<file path="src/rtl/player_move_ctrl.sv">
// rtl/player_move_ctrl.sv - runner lane / jump / slide movement controller
// Turns debounced button pulses into lane, move state and jump height, paced by the frame tick.
module player_move_ctrl #(
   parameter int NUM_LANES   = 3,
   parameter int JUMP_TICKS  = 16,
   parameter int SLIDE_TICKS = 12,
   parameter int CNT_W       = 8
) (
   input  logic             i_clk,
   input  logic             i_reset,
   input  logic             i_game_active,
   input  logic             i_game_tick,
   input  logic             i_btn_left,
   input  logic             i_btn_right,
   input  logic             i_btn_up,
   input  logic             i_btn_down,
   output logic [1:0]       o_lane,
   output logic [1:0]       o_move_state,
   output logic [CNT_W-1:0] o_jump_height,
   output logic             o_pending,
   output logic             o_action_done
);

   typedef enum logic [1:0] {
      ST_RUN   = 2'b00,
      ST_JUMP  = 2'b01,
      ST_SLIDE = 2'b10
   } state_t;

   localparam logic [1:0]       LANE_CENTRE = 2'(NUM_LANES / 2);
   localparam logic [1:0]       LANE_MAX    = 2'(NUM_LANES - 1);
   localparam logic [CNT_W-1:0] JUMP_LIM    = CNT_W'(JUMP_TICKS);
   localparam logic [CNT_W-1:0] SLIDE_LIM   = CNT_W'(SLIDE_TICKS);
   localparam logic [CNT_W-1:0] JUMP_HALF   = CNT_W'(JUMP_TICKS / 2);

   state_t           r_state, r_pend_act;
   logic [CNT_W-1:0] r_cnt, r_height;
   logic [1:0]       r_lane;
   logic             r_pend, r_done;

   state_t           w_state, w_pend_act, w_req_act;
   logic [CNT_W-1:0] w_cnt, w_height, w_cnt_inc, w_limit;
   logic [1:0]       w_lane;
   logic             w_pend, w_done, w_req;

   assign w_req     = i_btn_up | i_btn_down;
   assign w_req_act = i_btn_up ? ST_JUMP : ST_SLIDE;
   assign w_cnt_inc = r_cnt + 1'b1;
   assign w_limit   = (r_state == ST_JUMP) ? JUMP_LIM : SLIDE_LIM;

   always_comb begin
      w_lane     = r_lane;
      w_state    = r_state;
      w_cnt      = r_cnt;
      w_pend     = r_pend;
      w_pend_act = r_pend_act;
      w_done     = 1'b0;
      w_height   = '0;
      if (!i_game_active) begin
         w_lane  = LANE_CENTRE;
         w_state = ST_RUN;
         w_cnt   = '0;
         w_pend  = 1'b0;
      end else begin
         if (i_btn_left && !i_btn_right && r_lane != 2'd0)
            w_lane = r_lane - 2'd1;
         else if (i_btn_right && !i_btn_left && r_lane != LANE_MAX)
            w_lane = r_lane + 2'd1;

         if (r_state == ST_RUN) begin
            if (w_req) begin
               w_state = w_req_act;
               w_cnt   = '0;
            end
         end else if (i_game_tick && w_cnt_inc == w_limit) begin
            // A request on the ending tick supersedes anything buffered.
            w_done = 1'b1;
            w_cnt  = '0;
            w_pend = 1'b0;
            if (w_req)
               w_state = w_req_act;
            else if (r_pend)
               w_state = r_pend_act;
            else
               w_state = ST_RUN;
         end else begin
            if (i_game_tick)
               w_cnt = w_cnt_inc;
            if (w_req) begin
               w_pend     = 1'b1;
               w_pend_act = w_req_act;
            end
         end
      end

      if (w_state == ST_JUMP)
         w_height = (w_cnt <= JUMP_HALF) ? w_cnt : (JUMP_LIM - w_cnt);
   end

   always_ff @(posedge i_clk or negedge i_reset) begin
      if (!i_reset) begin
         r_state    <= ST_RUN;
         r_pend_act <= ST_RUN;
         r_cnt      <= '0;
         r_height   <= '0;
         r_lane     <= LANE_CENTRE;
         r_pend     <= 1'b0;
         r_done     <= 1'b0;
      end else begin
         r_state    <= w_state;
         r_pend_act <= w_pend_act;
         r_cnt      <= w_cnt;
         r_height   <= w_height;
         r_lane     <= w_lane;
         r_pend     <= w_pend;
         r_done     <= w_done;
      end
   end

   assign o_lane        = r_lane;
   assign o_move_state  = r_state;
   assign o_jump_height = r_height;
   assign o_pending     = r_pend;
   assign o_action_done = r_done;

endmodule

</file>
<file path="config.mk">
export PLATFORM = sky130hd
export DESIGN_NAME = player_move_ctrl
export DESIGN_NICKNAME = d
export VERILOG_FILES = /design/src/rtl/player_move_ctrl.sv
export SDC_FILE = /design/constraint.sdc
export NUM_CORES = 1
export LEC_CHECK = 0
export CAP_MARGIN = 40
export CORE_ASPECT_RATIO = 2
export CORE_MARGIN = 3
export CORE_UTILIZATION = 30
export DETAILED_ROUTE_END_ITERATION = 10
export GPL_ROUTABILITY_DRIVEN = 0
export GPL_TIMING_DRIVEN = 0
export PLACE_DENSITY = 0.59
export SLEW_MARGIN = 20
export SYNTH_ARGS = -nofsm -noshare
export SYNTH_HDL_FRONTEND = slang
export SYNTH_SLANG_ARGS = --single-unit
</file>
<file path="constraint.sdc">
create_clock -name i_clk -period 4.05 [get_ports i_clk]
set_clock_uncertainty 0.1 [all_clocks]
set_input_delay 0.81 -clock i_clk [delete_from_list [all_inputs] [get_ports i_clk]]
set_output_delay 0.81 -clock i_clk [all_outputs]
set_load 0.005 [all_outputs]
</file>
Yosys cells after proc, flatten, opt, wreduce, memory -nomap -nowiden
Index checks and enable logic that the tools add are counted.
{ "word_totals": {"mem_bits_ro": 0, "ram_bits": 0, "output_inout_bits": 14, "elab_cells": 58, "register_bits": 24, "latchBits": 0, "mem_count": 0} }
{ "op_classes": {"eq_ne": 7, "muxes": 25, "order_cmp": 1, "n_reduce_logical": 11, "shift": 0, "n_bitwise": 3, "n_addsub": 4, "div_mod_pow": 0, "mul": 0} }
{ "op_table": {"columns": ["operator", "count"], "rows": [
  ["two-way mux 8 bit", 7],
  ["two-way mux 2 bit", 10],
  ["adder 8 x 1 -> 8 bit (second input constant)", 1],
  ["== test 8 x 5 -> 1 bit", 1],
  ["less-or-equal comparator 8 x 4 -> 1 bit (second input constant)", 1],
  ["subtractor 5 x 8 -> 8 bit (first input constant)", 1],
  ["two-way mux 1 bit", 7],
  ["!= test 3 x 1 -> 1 bit (second input constant)", 2],
  ["logical AND 1 bit", 5],
  ["two-way mux 5 bit", 1],
  ["== test 2 x 1 -> 1 bit (second input constant)", 2],
  ["!= test 2 bit (second input constant)", 2],
  ["AND reduction 4 bit", 1],
  ["adder 2 x 1 -> 2 bit (second input constant)", 1],
  ["logical NOT 1 bit", 2],
  ["logical NOT 2 bit", 1],
  ["NOT 1 bit", 2],
  ["AND reduction 2 bit", 1],
  ["nonzero test 2 bit", 1],
  ["subtractor 2 x 1 -> 2 bit (second input constant)", 1],
  ["OR 1 bit", 1]
]} }

Longest topological paths before layout
Gate-level depths: netlist of the first run.
{ "logic_depth": {"ltp_word": 10, "ltp_mapped": 15} }

Least setup slack after synthesis of the first run
No wires, ideal clock.
{ "synth_path": {"kind": "reg-to-reg", "startpoint": "register r_cnt[2]", "endpoint": "register r_height[6] (netlist: o_jump_height[6])", "slack_ns": 1.191, "path_stages_with_launch": 15, "n_path_buf": 2, "arrival_time_ns": 2.681, "required_ns": 3.872, "path_cell_list": "dfrtp_1 buf_2 and4_1 a211oi_1 o2111ai_2 o21ba_1 buf_6 a32o_1 inv_1 ha_1 inv_1 nor3_1 nor2_1 or3_1 a21boi_1"} }
{ "synth_via": {"elab_chain_cells": 9} }
{ "synth_lines": {"columns": ["element", "line", "rtl"], "rows": [
  ["start: declaration", "37", "logic [CNT_W-1:0] r_cnt, r_height;"],
  ["start signal: assignment", "112", "r_cnt <= w_cnt;"],
  ["adder 8 x 1 -> 8 bit *", "48", "assign w_cnt_inc = r_cnt + 1'b1;"],
  ["== test 8 x 5 -> 1 bit *", "75", "end else if (i_game_tick && w_cnt_inc == w_limit) begin"],
  ["logical AND 1 bit *", "75", null],
  ["two-way mux 8 bit *", "75", null],
  ["two-way mux 8 bit *", "70", "if (r_state == ST_RUN) begin"],
  ["two-way mux 8 bit *", "59", "if (!i_game_active) begin"],
  ["via w_cnt[1]", "42", "logic [CNT_W-1:0] w_cnt, w_height, w_cnt_inc, w_limit;"],
  ["subtractor 5 x 8 -> 8 bit or less-or-equal comparator 8 x 4 -> 1 bit (tied branches)", "97", "w_height = (w_cnt <= JUMP_HALF) ? w_cnt : (JUMP_LIM - w_cnt);"],
  ["two-way mux 8 bit *", "97", null],
  ["two-way mux 8 bit *", "96", "if (w_state == ST_JUMP)"],
  ["via w_height[6]", "42", null],
  ["end signal: assignment", "113", "r_height <= w_height;"],
  ["end: declaration", "37", null]
]} }
The timed path passes the listed nets; every way through them passes the cells marked *.
A chain may end at the register's enable or synchronous reset.

Final worst setup path of the first run
{ "layout_path": {"startpoint": "register r_cnt[1]", "endpoint": "register r_height[6] (netlist: o_jump_height[6])"} }
{ "layout_via": {"elab_chain_cells": 9} }
{ "layout_lines": {"columns": ["element", "line"], "rows": [
  ["adder 8 x 1 -> 8 bit", "48"],
  ["== test 8 x 5 -> 1 bit", "75"],
  ["logical AND 1 bit", "75"],
  ["two-way mux 8 bit", "75"],
  ["two-way mux 8 bit", "70"],
  ["two-way mux 8 bit", "59"],
  ["subtractor 5 x 8 -> 8 bit or less-or-equal comparator 8 x 4 -> 1 bit (tied branches)", "97"],
  ["two-way mux 8 bit", "97"],
  ["two-way mux 8 bit *", "96"],
  ["via w_height[6]", "42"]
]} }
Marks and branches as above.

==> impl_metrics.py, run 1 <==
metrics = {
    "floorplanning": {
        "io_pins": 22,
        "die_area_mm2": 0.00622,
        "initial_utilization_pct": 31.6,
        "floorplan.die.height_um": 109,
        "coreArea_mm2": 0.00500,
        "fp-row-count": 36,
        "die_x_um": 57.3,
    },
    "clock_tree": {
        "post_cts_buffers": 0,
        "insertion_delay_ns": 0.27,
        "cts.sink_count": 24,
        "post_cts_resize_count": 0,
        "numCtsBuffers": 3,
        "cts_hold_repair.buffers": 0,
        "clock_path_buffers": 2,
        "cts.clk_slew.worst_paths_ns": 0.09,
        "cts_htree_levels": 1,
        "cts_tree": "built",
        "root_buffer": "clkbuf_8",
    },
    "place": {
        "dp_cells": 252,
        "place.detailed.hpwl_um": 2940,
        "preCtsSetupSlack_ns": 0.558,
        "port_buffer_cells": 19,
    },
    "power_and_ir_drop": {
        "vdd.ir_drop.worst_v": 0.000221,
        "power_per_cell_area_mw_per_mm2": 270,
        "p_leak_uw": 0.000844,
    },
    "critical_path": {
        "timing.critical_path.from_type": "flop",
        "setup.worst_path.class": "reg2reg",
        "worstSetupStartpoint": "r_cnt[1]",
        "critical_path.endpoint_type": "flop",
        "critPathArrivalTime_ns": 3.37,
        "regToRegStartpoint": "r_cnt[1]",
        "timing.critical_path.fanout_max": 10,
        "worstPathRequired_ns": 4.16,
    },
    "yosys": {
        "synth_fa_ha_area_share_pct": 1.59,
        "ys.warnings.count": 0,
        "synth_area_in_xor_xnor_pct": 2.54,
        "synthesis.area_mm2": 0.00158,
        "synth_mux_area_share_pct": 0.634,
        "share_of_synthesized_registers_carrying_an_async_set_or_reset_pct": 100,
        "dominantRegCellSynth": "dfrtp_1",
        "synth_edf_count": 0,
        "synth_seq_area_share_pct": 38.1,
        "avgSynthCellArea_um2": 9.02,
        "yosys_register_bits": 24,
        "post_synth_inst_count": 175,
        "main_combinational_cell_family_by_area_after_synthesis": "simple AND/OR/NAND/NOR gates",
        "syn_nets": 185,
        "synth_cell_types": 53,
        "synth-compound-area-share_pct": 23.2,
        "synth_area_in_simple_gates_pct": 28.5,
    },
    "global_routing": {
        "grt_pass1_vias": 1394,
        "grt.overflow.total": 0,
        "grt_start_max_net_pins": 17,
        "grtUsageTotal_pct": 13.4,
        "number_of_antenna_violations_at_the_first_check_in_global_routing": 0,
        "global_route_wire_length_before_repair_um": 6520,
    },
    "layout": {
        "synthesis_to_layout_area_growth_pct": 21.0,
        "multiInputGateArea_um2": 892,
        "final_nets": 210,
        "fill_cell_instance_count_of_the_final_layout": 517,
        "final_layout_size_suffix_gt1_share_pct": 10.1,
        "ff_latch_area_um2": 602,
        "most_frequent_cells_in_the_layout": "dfrtp_1 (23), clkdlybuf4s50_1 (19), nor2_1 (15)",
        "instances_no_fill": 256,
        "insertedDiodeCount": 0,
        "layout.cells.most_common": "dfrtp_1",
    },
    "sta": {
        "slew_headroom_pct": 58.0,
        "finalCritPeriodShare_pct": 80.6,
        "report.final.hold_viol_count": 0,
        "final_max_slew_violation_count": 0,
        "final_total_negative_setup_slack_ns": 0,
        "maxClockFrequency_ghz": 0.306,
        "finalCriticalPeriod_ns": 3.26,
        "rsz0062_at_grt": "false",
        "setup_viol": 0,
        "worst_margin_slew_ns": 0.625,
        "final_critical_path_setup_slack_ns": 0.787,
    },
    "route": {
        "dr.pass1.iters": 4,
        "route.detailed.wl_per_inst_um": 15.0,
        "avgViaCountPerCell": 5.48,
        "route.vias.total": 1404,
        "drt_drc_violations_left": 0,
        "finalWirelength_um": 3830,
        "drc_violation_total_after_the_first_tritonroute_iteration": 34,
        "final_antenna_net_count": 0,
    },
    "worst_hold_path": {
        "min-delay-start": "r_pend_act[0]",
        "min-delay-path-class": "reg2reg",
    },
    "outcome": {
        "run_status": "finished, final reports clean",
    },
    "run": {
        "max_capacitance_violation_count": 0,
    },
}
[routing by layer]
layer	vias up	GRT usage (%)	wire length [um]
met3	9	1.79	79
met4	0	7.13	103
met2	33	23.8	2100
met1	675	15.1	1550
li1	687	-	-
met5	-	0	0
[path summary, 6_finish.rpt]
check	end	slack [ns]	cells after the start
hold reg to reg	r_pend_act[0]	0.42	1
setup reg to reg	o_jump_height[6]	0.79	15
min in group asynchronous	r_pend_act[1]	0.74	1
hold / removal	r_pend_act[0]	0.42	1
max in group asynchronous	r_cnt[3]	2.65	2
setup / recovery	o_jump_height[6]	0.79	15
[layout make-up]
type                       instances  area share, %
buffer                            10           3.01
clock buffer                       4           2.88
inverter                           7           1.38
multi-input combinational        134           46.7
sequential                        24           31.5
tap                               57           3.74
timing repair buffer              20           10.7
[registers in the layout, indices dropped and copies added, names as in the netlist]
name,cells
o_action_done,1
o_jump_height,8
o_lane,2
o_move_state,2
o_pending,1
r_cnt,8
r_pend_act,2
[cell usage after synthesis, drive strengths merged (2+ instances only)]
master | number | area (um^2)
xor2 | 2 | 17.5
inv | 7 | 26.3
dfrtp | 23 | 576
buf | 6 | 42.5
a21boi | 4 | 30.0
and2 | 5 | 31.3
o2111ai | 2 | 23.8
nor3 | 6 | 30.0
a21oi | 10 | 53.8
o211ai | 3 | 22.5
o31a | 2 | 17.5
o21a | 4 | 30.0
a211oi | 2 | 27.5
nor4 | 4 | 31.3
nand2 | 12 | 45.0
nor3b | 4 | 30.0
nor2b | 5 | 31.3
nand3 | 9 | 45.0
nand3b | 2 | 15.0
ha | 2 | 25.0
nor2 | 15 | 56.3
o21ai | 10 | 50.1
and3 | 7 | 43.8
clkbuf | 4 | 15.0
or3 | 2 | 12.5
a21o | 3 | 22.5
[power by group]
group	leakage, uW	internal (uW)	switching, uW
combinational	0.000492	39.6	47.3
clock	0.0000288	87.0	80.6
sequential	0.000323	251	9.62
total	0.000844	377	138
[critical path, stage by stage (launching register included)]
cell and delay, ns:
dfrtp_1 0.50, ha_1 0.34, nand2_1 0.11, nor4_2 0.18, o2111ai_2 0.23, o21ba_1 0.24
buf_6 0.14, nand2_1 0.06, nor2_1 0.03, a21oi_1 0.20, ha_1 0.20, inv_1 0.06
nor3_1 0.24, nor2_1 0.10, or3_1 0.31, a21boi_1 0.15
[cells by family (layout without fill, tap and decap cells)]
kind of cell             count (synthesis)  in the layout
multiplexers                             1              1
XOR/XNOR                                 3              3
AO/OA/AOI/OAI                           49             49
AND/OR/NAND/NOR                         79             79
flip-flops                              24             24
buffers and inverters                   17             41
adder cells (fa/ha/maj)                  2              2
[per-stage QoR]
stage                     cell area [um^2]  utilization [%]  hold WS [ns]  total power, uW
after CTS                             1910             38.2         0.416              519
after global placement                1840             36.8         0.386              350
final                                 1910             38.2         0.420              515
after floorplan                       1580                -         0.366              316
after global routing                  1910             38.2         0.438              538
after detailed placement              1850             37.1         0.396              353
(Power assumes the default switching activity.)
==> inputs of run 2 (changes only) <==
--- a/config.mk
+++ b/config.mk
@@ -12,7 +12,7 @@
 export DETAILED_ROUTE_END_ITERATION = 10
 export GPL_ROUTABILITY_DRIVEN = 0
 export GPL_TIMING_DRIVEN = 0
-export PLACE_DENSITY = 0.59
+export PLACE_DENSITY = 0.61
 export SLEW_MARGIN = 20
 export SYNTH_ARGS = -nofsm -noshare
 export SYNTH_HDL_FRONTEND = slang
==> constraint.sdc (replaced) <==
create_clock -name i_clk -period 3 [get_ports i_clk]
set_clock_uncertainty 0.1 [all_clocks]
set_input_delay 0.6 -clock i_clk [delete_from_list [all_inputs] [get_ports i_clk]]
set_output_delay 0.6 -clock i_clk [all_outputs]
set_load 0.005 [all_outputs]
==> impl_metrics.py, run 2 (synthesized netlist as in run 1, its figures left out) <==
metrics = {
    "clock_tree": {
        "insertion_delay_ns": 0.27,
        "cts.clk_slew.worst_paths_ns": 0.09,
        "cts.sink_count": 24,
        "clock_path_buffers": 2,
        "cts_tree": "built",
        "numCtsBuffers": 3,
        "root_buffer": "clkbuf_8",
        "cts_htree_levels": 1,
        "cts_hold_repair.buffers": 0,
    },
    "floorplanning": {
        "fp-row-count": 36,
        "floorplan.die.height_um": 109,
        "io_pins": 22,
        "initial_utilization_pct": 31.6,
        "coreArea_mm2": 0.00500,
        "die_area_mm2": 0.00622,
        "die_x_um": 57.3,
    },
    "power_and_ir_drop": {
        "vdd.ir_drop.worst_v": 0.000265,
        "p_leak_uw": 0.000930,
        "power_per_cell_area_mw_per_mm2": 338,
    },
    "route": {
        "drc_violation_total_after_the_first_tritonroute_iteration": 37,
        "met2_wirelength_um": 2370,
        "top_layer_used": "met4",
        "route.vias.total": 1469,
        "finalWirelength_um": 4160,
        "dr_wl_met3_um": 45,
        "dr.pass1.iters": 4,
        "avgViaCountPerCell": 5.48,
        "drt_drc_violations_left": 0,
        "met1_length_um": 1620,
        "route.detailed.wl_per_inst_um": 15.5,
        "final_antenna_net_count": 0,
    },
    "global_routing": {
        "grt.overflow.total": 0,
        "grtUsageTotal_pct": 14.2,
        "number_of_antenna_violations_at_the_first_check_in_global_routing": 0,
        "grt_start_max_net_pins": 17,
        "grt_pass1_vias": 1512,
        "global_route_wire_length_before_repair_um": 6950,
    },
    "critical_path": {
        "critical_path.endpoint_type": "flop",
        "critPathBufInv": 3,
        "critPathArrivalTime_ns": 3.07,
        "setup.worst_path.class": "reg2reg",
        "slowest_stage": "dfrtp_2",
        "worstPathRequired_ns": 3.07,
        "timing.critical_path.fanout_max": 6,
        "timing.critical_path.from_type": "flop",
        "critical_path.max_stage_delay_ns": 0.47,
        "timing.critical_path.cells": "buf_12 > and3b_1 > nor4_4 > o2111ai_2 > o21ba_1 > buf_6 > buf_4 > a21o_1 > a211oi_4 > and3_4 > nor3_1 > o31a_1",
        "timing.critical_path.max_delay_family": "compound AO/OA/AOI/OAI gates",
    },
    "run": {
        "max_capacitance_violation_count": 0,
    },
    "sta": {
        "report.final.hold_viol_count": 0,
        "finalCriticalPeriod_ns": 3.00,
        "final_total_negative_setup_slack_ns": -0.00690,
        "worst_margin_slew_ns": 0.714,
        "final_max_slew_violation_count": 0,
        "finalCritPeriodShare_pct": 100,
        "final_critical_path_setup_slack_ns": -0.00362,
        "rsz0062_at_grt": "true",
        "slew_headroom_pct": 52.0,
        "fin_worst_hold_slack_ns": 0.407,
        "setup_viol": 2,
        "maxClockFrequency_ghz": 0.333,
    },
    "layout": {
        "insertedDiodeCount": 0,
        "final_nets": 222,
        "layout.cells.most_common": "dfrtp_1",
        "fill_cell_instance_count_of_the_final_layout": 471,
        "final_layout_size_suffix_gt1_share_pct": 26.1,
        "finalCoreUtilization_pct": 42.6,
        "synthesis_to_layout_area_growth_pct": 34.9,
        "most_frequent_cells_in_the_layout": "dfrtp_1 (20), clkdlybuf4s50_1 (19), buf_4 (12), nor2_1 (12), nand2_1 (11)",
    },
    "outcome": {
        "failed_checks": "negative setup slack",
        "run_status": "finished with violations",
    },
    "worst_hold_path": {
        "min-delay-path-class": "reg2reg",
    },
    "place": {
        "place.detailed.hpwl_um": 3020,
        "port_buffer_cells": 19,
    },
}
run 2: changes by cell type in the layout (fill, tap and decap cells not counted), moves of 3 or more:
cell and change:
dfrtp_1 -3, nor2_2 +3, nor2_1 -3, dfrtp_2 +3
buf_4 +12
run 2: routing by layer:
| layer | global-route usage, % | vias up |
|---|---|---|
| met3 | 1.43 | 11 |
| met5 | 0 | - |
| met4 | 7.96 | 0 |
| li1 | - | 709 |
| met2 | 26.4 | 20 |
| met1 | 15.0 | 729 |
run 2: area by class of cell:
class                      instances  area, um^2  share of cell area (%)
inverter                           7        26.3                    1.23
sequential                        24         606                    28.5
tap                               57        71.3                    3.35
clock buffer                       4        55.1                    2.59
multi-input combinational        134         998                    46.9
buffer                            10        63.8                    3.00
timing repair buffer              32         308                    14.5
run 2: power by group:
group | switching [uW] | total (uW) | internal [uW]
sequential | 13.6 | 352 | 339
clock | 107 | 224 | 117
combinational | 73.7 | 143 | 69.6
total | 194 | 720 | 526
run 2: final timing paths:
check                              startpoint               end  slack [ns]  cells past startpoint
worst max-delay path                 r_cnt[1]  o_jump_height[3]      -0.004                     12
worst min-delay path            r_pend_act[0]     r_pend_act[0]        0.41                      1
worst max register to register       r_cnt[1]  o_jump_height[3]      -0.004                     12
worst min register to register  r_pend_act[0]     r_pend_act[0]        0.41                      1
max in group asynchronous             i_reset         o_lane[0]        1.73                      2
min in group asynchronous             i_reset  o_jump_height[5]        0.52                      1
run 2: repair_timing:
action / CTS / global route
buffers inserted: 1 / 11
pin swaps: 2 / 16
resized for setup: 11 / 21
setup endpoints to repair: 8 / 8
run 2: metrics by stage:
step / total power [uW] / setup slack [ns] / std cells / instance area, um^2
2_1_floorplan: 427 / 0.141 / 175 / 1580
3_3_place_gp: 472 / -0.291 / 251 / 1840
3_5_place_dp: 478 / -0.319 / 252 / 1850
4_1_cts: 711 / 0.000395 / 257 / 1960
5_1_grt: 755 / -0.125 / 268 / 2130
6_report: 720 / -0.00362 / 268 / 2130
==> inputs of run 3 (changes only) <==
--- a/config.mk
+++ b/config.mk
@@ -5,14 +5,16 @@
 export SDC_FILE = /design/constraint.sdc
 export NUM_CORES = 1
 export LEC_CHECK = 0
+export ABC_CLOCK_PERIOD_IN_PS = 3000
 export CAP_MARGIN = 40
 export CORE_ASPECT_RATIO = 2
 export CORE_MARGIN = 3
-export CORE_UTILIZATION = 30
+export CORE_UTILIZATION = 35
+export CTS_CLUSTER_SIZE = 25
 export DETAILED_ROUTE_END_ITERATION = 10
 export GPL_ROUTABILITY_DRIVEN = 0
 export GPL_TIMING_DRIVEN = 0
-export PLACE_DENSITY = 0.61
+export PLACE_DENSITY = 0.67
 export SLEW_MARGIN = 20
 export SYNTH_ARGS = -nofsm -noshare
 export SYNTH_HDL_FRONTEND = slang
==> impl_metrics.py, run 3 (synthesized netlist as in run 1, its figures left out) <==
metrics = {
    "outcome": {
        "run_status": "finished, final reports clean",
    },
    "global_routing": {
        "grt_start_max_net_pins": 17,
        "grtUsageTotal_pct": 15.4,
        "grt_pass1_vias": 1385,
        "number_of_antenna_violations_at_the_first_check_in_global_routing": 0,
        "grt.overflow.total": 0,
        "global_route_wire_length_before_repair_um": 6310,
    },
    "route": {
        "route.detailed.wl_per_inst_um": 14.4,
        "final_antenna_net_count": 0,
        "dr.pass1.iters": 4,
        "finalWirelength_um": 3870,
        "drc_violation_total_after_the_first_tritonroute_iteration": 38,
        "route.vias.total": 1448,
        "drt_drc_violations_left": 0,
        "avgViaCountPerCell": 5.40,
    },
    "clock_tree": {
        "clock_path_buffers": 2,
        "numCtsBuffers": 3,
        "cts_htree_levels": 1,
        "root_buffer": "clkbuf_8",
        "cts_hold_repair.buffers": 0,
        "cts.sink_count": 24,
        "cts_tree": "built",
        "insertion_delay_ns": 0.27,
        "cts.clk_slew.worst_paths_ns": 0.09,
    },
    "sta": {
        "finalCritPeriodShare_pct": 98.7,
        "final_max_slew_violation_count": 0,
        "setup_viol": 0,
        "worst_margin_slew_ns": 0.620,
        "maxClockFrequency_ghz": 0.338,
        "finalCriticalPeriod_ns": 2.96,
        "rsz0062_at_grt": "true",
        "final_total_negative_setup_slack_ns": 0,
        "report.final.hold_viol_count": 0,
        "slew_headroom_pct": 58.3,
    },
    "critical_path": {
        "setup.worst_path.class": "reg2reg",
        "critical_path.endpoint_type": "flop",
        "critPathArrivalTime_ns": 3.07,
        "r2r_end": "o_jump_height[6]",
        "worstRegToRegCells": 14,
        "critical_path.endpoint": "o_jump_height[6]",
        "timing.critical_path.from_type": "flop",
        "ff2ff_setup_slack_ns": 0.04,
        "worstSetupStartpoint": "r_cnt[1]",
        "timing.critical_path.fanout_max": 7,
        "worstPathRequired_ns": 3.11,
        "regToRegStartpoint": "r_cnt[1]",
    },
    "place": {
        "place.detailed.hpwl_um": 2850,
        "port_buffer_cells": 19,
        "placedInstanceArea_mm2": 0.00185,
    },
    "power_and_ir_drop": {
        "vdd.ir_drop.worst_v": 0.000308,
        "p_total_uw": 777,
        "power_per_cell_area_mw_per_mm2": 365,
        "p_leak_uw": 0.000941,
    },
    "worst_hold_path": {
        "min-delay-path-class": "reg2reg",
        "min-delay-start": "r_pend_act[0]",
    },
    "floorplanning": {
        "coreArea_mm2": 0.00434,
        "io_pins": 22,
        "fp-row-count": 34,
        "initial_utilization_pct": 36.4,
        "floorplan.die.height_um": 101,
        "die_area_mm2": 0.00540,
        "die_x_um": 53.5,
    },
    "layout": {
        "insertedDiodeCount": 0,
        "synthesis_to_layout_area_growth_pct": 34.9,
        "most_frequent_cells_in_the_layout": "dfrtp_1 (22), clkdlybuf4s50_1 (19), buf_4 (14)",
        "ff_latch_area_um2": 603,
        "fill_cell_instance_count_of_the_final_layout": 446,
        "finalCoreUtilization_pct": 49.0,
        "final_cell_area_mm2": 0.00213,
        "layout.cells.most_common": "dfrtp_1",
        "final_nets": 225,
        "multiInputGateArea_um2": 965,
        "final_layout_size_suffix_gt1_share_pct": 23.8,
    },
    "run": {
        "max_capacitance_violation_count": 0,
    },
}
run 3: cell count changes in the layout (fill, tap and decap cells not counted), moves of 2 or more:
cell / before / now
buf_4: 12 / 14
dfrtp_1: 20 / 22
dfrtp_2: 3 / 1
nor2_2: 3 / 1
run 3: final cells by class:
class	count	area share, %
plain buffers	10	3.06
clock buffers	3	1.94
repair buffers	35	15.5
well taps	54	3.17
clock inverters	1	1.41
inverters	7	1.23
flip-flops and latches	24	28.3
multi-input cells	134	45.3
run 3: metrics by stage:
stage | setup WS (ns) | hold WS [ns] | instances
global route | -0.135 | 0.443 | 268
CTS | 0.00807 | 0.413 | 255
detailed placement | -0.302 | 0.387 | 249
finish | 0.0401 | 0.408 | 268
floorplan | 0.141 | 0.204 | 175
global placement | -0.273 | 0.384 | 248
run 3: timing repair:
item | 4_1_cts | 5_1_grt
pin swaps | 2 | 11
buffers inserted | 2 | 13
gates resized for setup | 7 | 17
setup endpoints to repair | 6 | 8
run 3: routing by layer:
metal	track usage, %	vias up	share of wire [%]
met3	1.78	9	2.5
met1	18.1	701	39
met5	0	-	0
li1	-	716	-
met4	6.50	0	2.3
met2	27.0	22	56
run 3: worst min-delay path by stage:
| stage | endpoint | slack (ns) | cells past startpoint |
|---|---|---|---|
| 2_1_floorplan | o_action_done | 0.20 | 0 |
| 3_3_place_gp | r_pend_act[0] | 0.38 | 1 |
| 3_5_place_dp | r_pend_act[0] | 0.39 | 1 |
| 4_1_cts | r_pend_act[0] | 0.41 | 1 |
| 5_1_grt | r_pend_act[0] | 0.44 | 1 |
| 6_report | r_pend_act[0] | 0.41 | 1 |
run 3: report_power, final:
group	leakage (uW)	switching, uW	internal, uW	total, uW
Sequential	0.000322	13.5	338	352
Combinational	0.000584	69.0	67.4	136
Clock	0.0000357	110	179	288
run 3: critical path: stages (launching register included):
cell and delay (ns):
dfrtp_2 0.46, buf_12 0.14, and3b_2 0.21, nor4_4 0.22, o2111ai_2 0.17, o21ba_1 0.22, buf_6 0.14, a32o_2 0.28
inv_1 0.06, ha_2 0.17, inv_2 0.05, nor3_4 0.19, nor2_2 0.07, or3_1 0.30, a21boi_1 0.12
==> patch, RTL diff (settings of run 1) <==
Add an input register stage for `i_game_active`, `i_game_tick`, `i_btn_left`, `i_btn_right`, `i_btn_up` and `i_btn_down`; this delays them by one clock.
--- a/src/rtl/player_move_ctrl.sv
+++ b/src/rtl/player_move_ctrl.sv
@@ -33,6 +33,22 @@
    localparam logic [CNT_W-1:0] SLIDE_LIM   = CNT_W'(SLIDE_TICKS);
    localparam logic [CNT_W-1:0] JUMP_HALF   = CNT_W'(JUMP_TICKS / 2);
 
+   logic i_game_active_q;
+   logic i_game_tick_q;
+   logic i_btn_left_q;
+   logic i_btn_right_q;
+   logic i_btn_up_q;
+   logic i_btn_down_q;
+
+   always_ff @(posedge i_clk) begin
+      i_game_active_q <= i_game_active;
+      i_game_tick_q   <= i_game_tick;
+      i_btn_left_q    <= i_btn_left;
+      i_btn_right_q   <= i_btn_right;
+      i_btn_up_q      <= i_btn_up;
+      i_btn_down_q    <= i_btn_down;
+   end
+
    state_t           r_state, r_pend_act;
    logic [CNT_W-1:0] r_cnt, r_height;
    logic [1:0]       r_lane;
@@ -43,8 +59,8 @@
    logic [1:0]       w_lane;
    logic             w_pend, w_done, w_req;
 
-   assign w_req     = i_btn_up | i_btn_down;
-   assign w_req_act = i_btn_up ? ST_JUMP : ST_SLIDE;
+   assign w_req     = i_btn_up_q | i_btn_down_q;
+   assign w_req_act = i_btn_up_q ? ST_JUMP : ST_SLIDE;
    assign w_cnt_inc = r_cnt + 1'b1;
    assign w_limit   = (r_state == ST_JUMP) ? JUMP_LIM : SLIDE_LIM;
 
@@ -56,15 +72,15 @@
       w_pend_act = r_pend_act;
       w_done     = 1'b0;
       w_height   = '0;
-      if (!i_game_active) begin
+      if (!i_game_active_q) begin
          w_lane  = LANE_CENTRE;
          w_state = ST_RUN;
          w_cnt   = '0;
          w_pend  = 1'b0;
       end else begin
-         if (i_btn_left && !i_btn_right && r_lane != 2'd0)
+         if (i_btn_left_q && !i_btn_right_q && r_lane != 2'd0)
             w_lane = r_lane - 2'd1;
-         else if (i_btn_right && !i_btn_left && r_lane != LANE_MAX)
+         else if (i_btn_right_q && !i_btn_left_q && r_lane != LANE_MAX)
             w_lane = r_lane + 2'd1;
 
          if (r_state == ST_RUN) begin
@@ -72,7 +88,7 @@
                w_state = w_req_act;
                w_cnt   = '0;
             end
-         end else if (i_game_tick && w_cnt_inc == w_limit) begin
+         end else if (i_game_tick_q && w_cnt_inc == w_limit) begin
             // A request on the ending tick supersedes anything buffered.
             w_done = 1'b1;
             w_cnt  = '0;
@@ -84,7 +100,7 @@
             else
                w_state = ST_RUN;
          end else begin
-            if (i_game_tick)
+            if (i_game_tick_q)
                w_cnt = w_cnt_inc;
             if (w_req) begin
                w_pend     = 1'b1;
Formal check against the unedited RTL: not equivalent (Yosys sat finds a counterexample within 4 cycles, from zero or initial values and one cycle with i_reset low).
==> patch against run 1 <==
- design area rose by 8.4%
- critical endpoint unchanged
- worst setup slack improved by 13 ps
- synthesized cell count is 3.4% higher
- core utilization shrank 0.34 points
- cell count rose by 5.5%
- sequential share of layout area grew 3.4 points
- routed wire length increased by 0.60%
- critical path type unchanged
- area after synthesis grew 7.6%
- power is 27% higher
- sequential cell count up 6
==> patch: results (changes against run 1) <==
Yosys cell types 54 (was 53); Top Metal Used met4 (unchanged); top cells by area, synth dfrtp_1 34%, dfxtp_1 7.1%, nor2_1 3.3%, a21oi_1 2.7%, nand3_1 2.7% (was dfrtp_1 36%, nor2_1 3.6%, a21oi_1 2.9%, nand3_1 2.9%, nand2_1 2.9%); vias in the first global route 1419 (was 1394); metal2 WL 2152 um (was 2099 um); share of post-route cells with drive strength above 1 10.95% (was 10.05%); DRT Wirelength 3855 um (was 3832 um); maximum number of pins on one net before global-route repair 25 (was 17); worst IR drop on VDD 218.3 uV (was 221.0 uV); first-pass GRT wire length 6713 um (was 6520 um); met3 WL 132 um (was 79 um); sequential area share after synthesis 42.52% (was 38.14%); cell count after synthesis 181 (was 175); Num CTS Buffers 5 (was 3); reg2reg path depth 14 (was 15); CTS clk-pin slew, worst paths 60 ps (was 90 ps); Final nets 219 (was 210); H-tree depth 2 (was 1); sequential power 0.000325 W (was 0.000260 W); syn nets 191 (was 185); Vias/cell 5.322 (was 5.484); fillers 529 (was 517); Worst Slack Setup Final 800.4 ps (was 786.9 ps); placed inst area 1978 um^2 (was 1854 um^2); CTS-repair resized insts 0 (unchanged); P per Cell Area 316.6 nW/um^2 (was 269.6 nW/um^2); fin cells 270 (was 256); status complete, no violations (unchanged); share of flip-flops with an asynchronous set or reset 80.00% (was 100.0%); # port buffers 21 (was 19); comb pwr 0.0000849 W (was 0.0000869 W); Final Hold Slack 401.8 ps (was 419.7 ps); worst rel slew slack 52.22% (was 57.98%); Total GRT Usage 13.27% (was 13.41%); pre-CTS setup slack 783.2 ps (was 558.1 ps); Net Sw Power 0.0001658 W (was 0.0001375 W); dpl cells 262 (was 252); Arrival @ worst endpoint 3360 ps (was 3370 ps); power share of the combinational group 13.0% (was 16.9%); Pleak 0.9146 nW (was 0.8441 nW)
[patch: cell types whose count changed in the layout (fill, tap and decap cells not counted), sizes merged]
cell,change
dfxtp,+6
clkdlybuf4s50,+1
clkbuf,+3
clkinv,+1
[patch: cells by family after synthesis]
kind of cell	count (synthesis)	share of synthesized area, %
AOI/OAI and AO/OA	49	21.59
xor gates and xnor gates	3	2.358
adders and majority gates	2	1.474
buffers and inverters	17	4.937
DFF	30	42.52
muxes	1	0.5896
and+or+nand+nor	79	26.53
[patch: area by class of cell]
type                       count  share of cell area, %
clock buffer                   7                  4.172
timing repair buffer          21                  9.915
sequential                    30                  34.89
clock inverter                 1                 0.2418
buffer                        10                  2.781
inverter                       7                  1.270
tap                           60                  3.628
multi-input combinational    134                  43.11
[patch: worst max path at each step]
stage | endpoint | depth (start not counted)
3_5_place_dp | o_jump_height[6]$_DFF_PN0_ | 15
2_1_floorplan | o_jump_height[6]$_DFF_PN0_ | 14
6_report | o_jump_height[6]$_DFF_PN0_ | 14
5_1_grt | o_jump_height[6]$_DFF_PN0_ | 15
3_3_place_gp | o_jump_height[6]$_DFF_PN0_ | 15
4_1_cts | o_jump_height[6]$_DFF_PN0_ | 15
[patch: critical path, stage by stage, from the launching register on]
cell and delay (ps):
dfrtp_1 490, ha_1 340, nand2_1 100, nor4_2 180
o2111ai_2 240, o21ba_1 230, buf_6 140, a32o_1 280
inv_1 60, ha_1 150, inv_1 60, nor3_1 240
nor2_1 110, or3_1 310, a21boi_1 140
[patch: per-layer routing]
layer	track usage, %	vias up
met4	7.413	0
met3	2.417	9
li1	-	716
met2	22.28	32
met5	0	-
met1	15.14	680
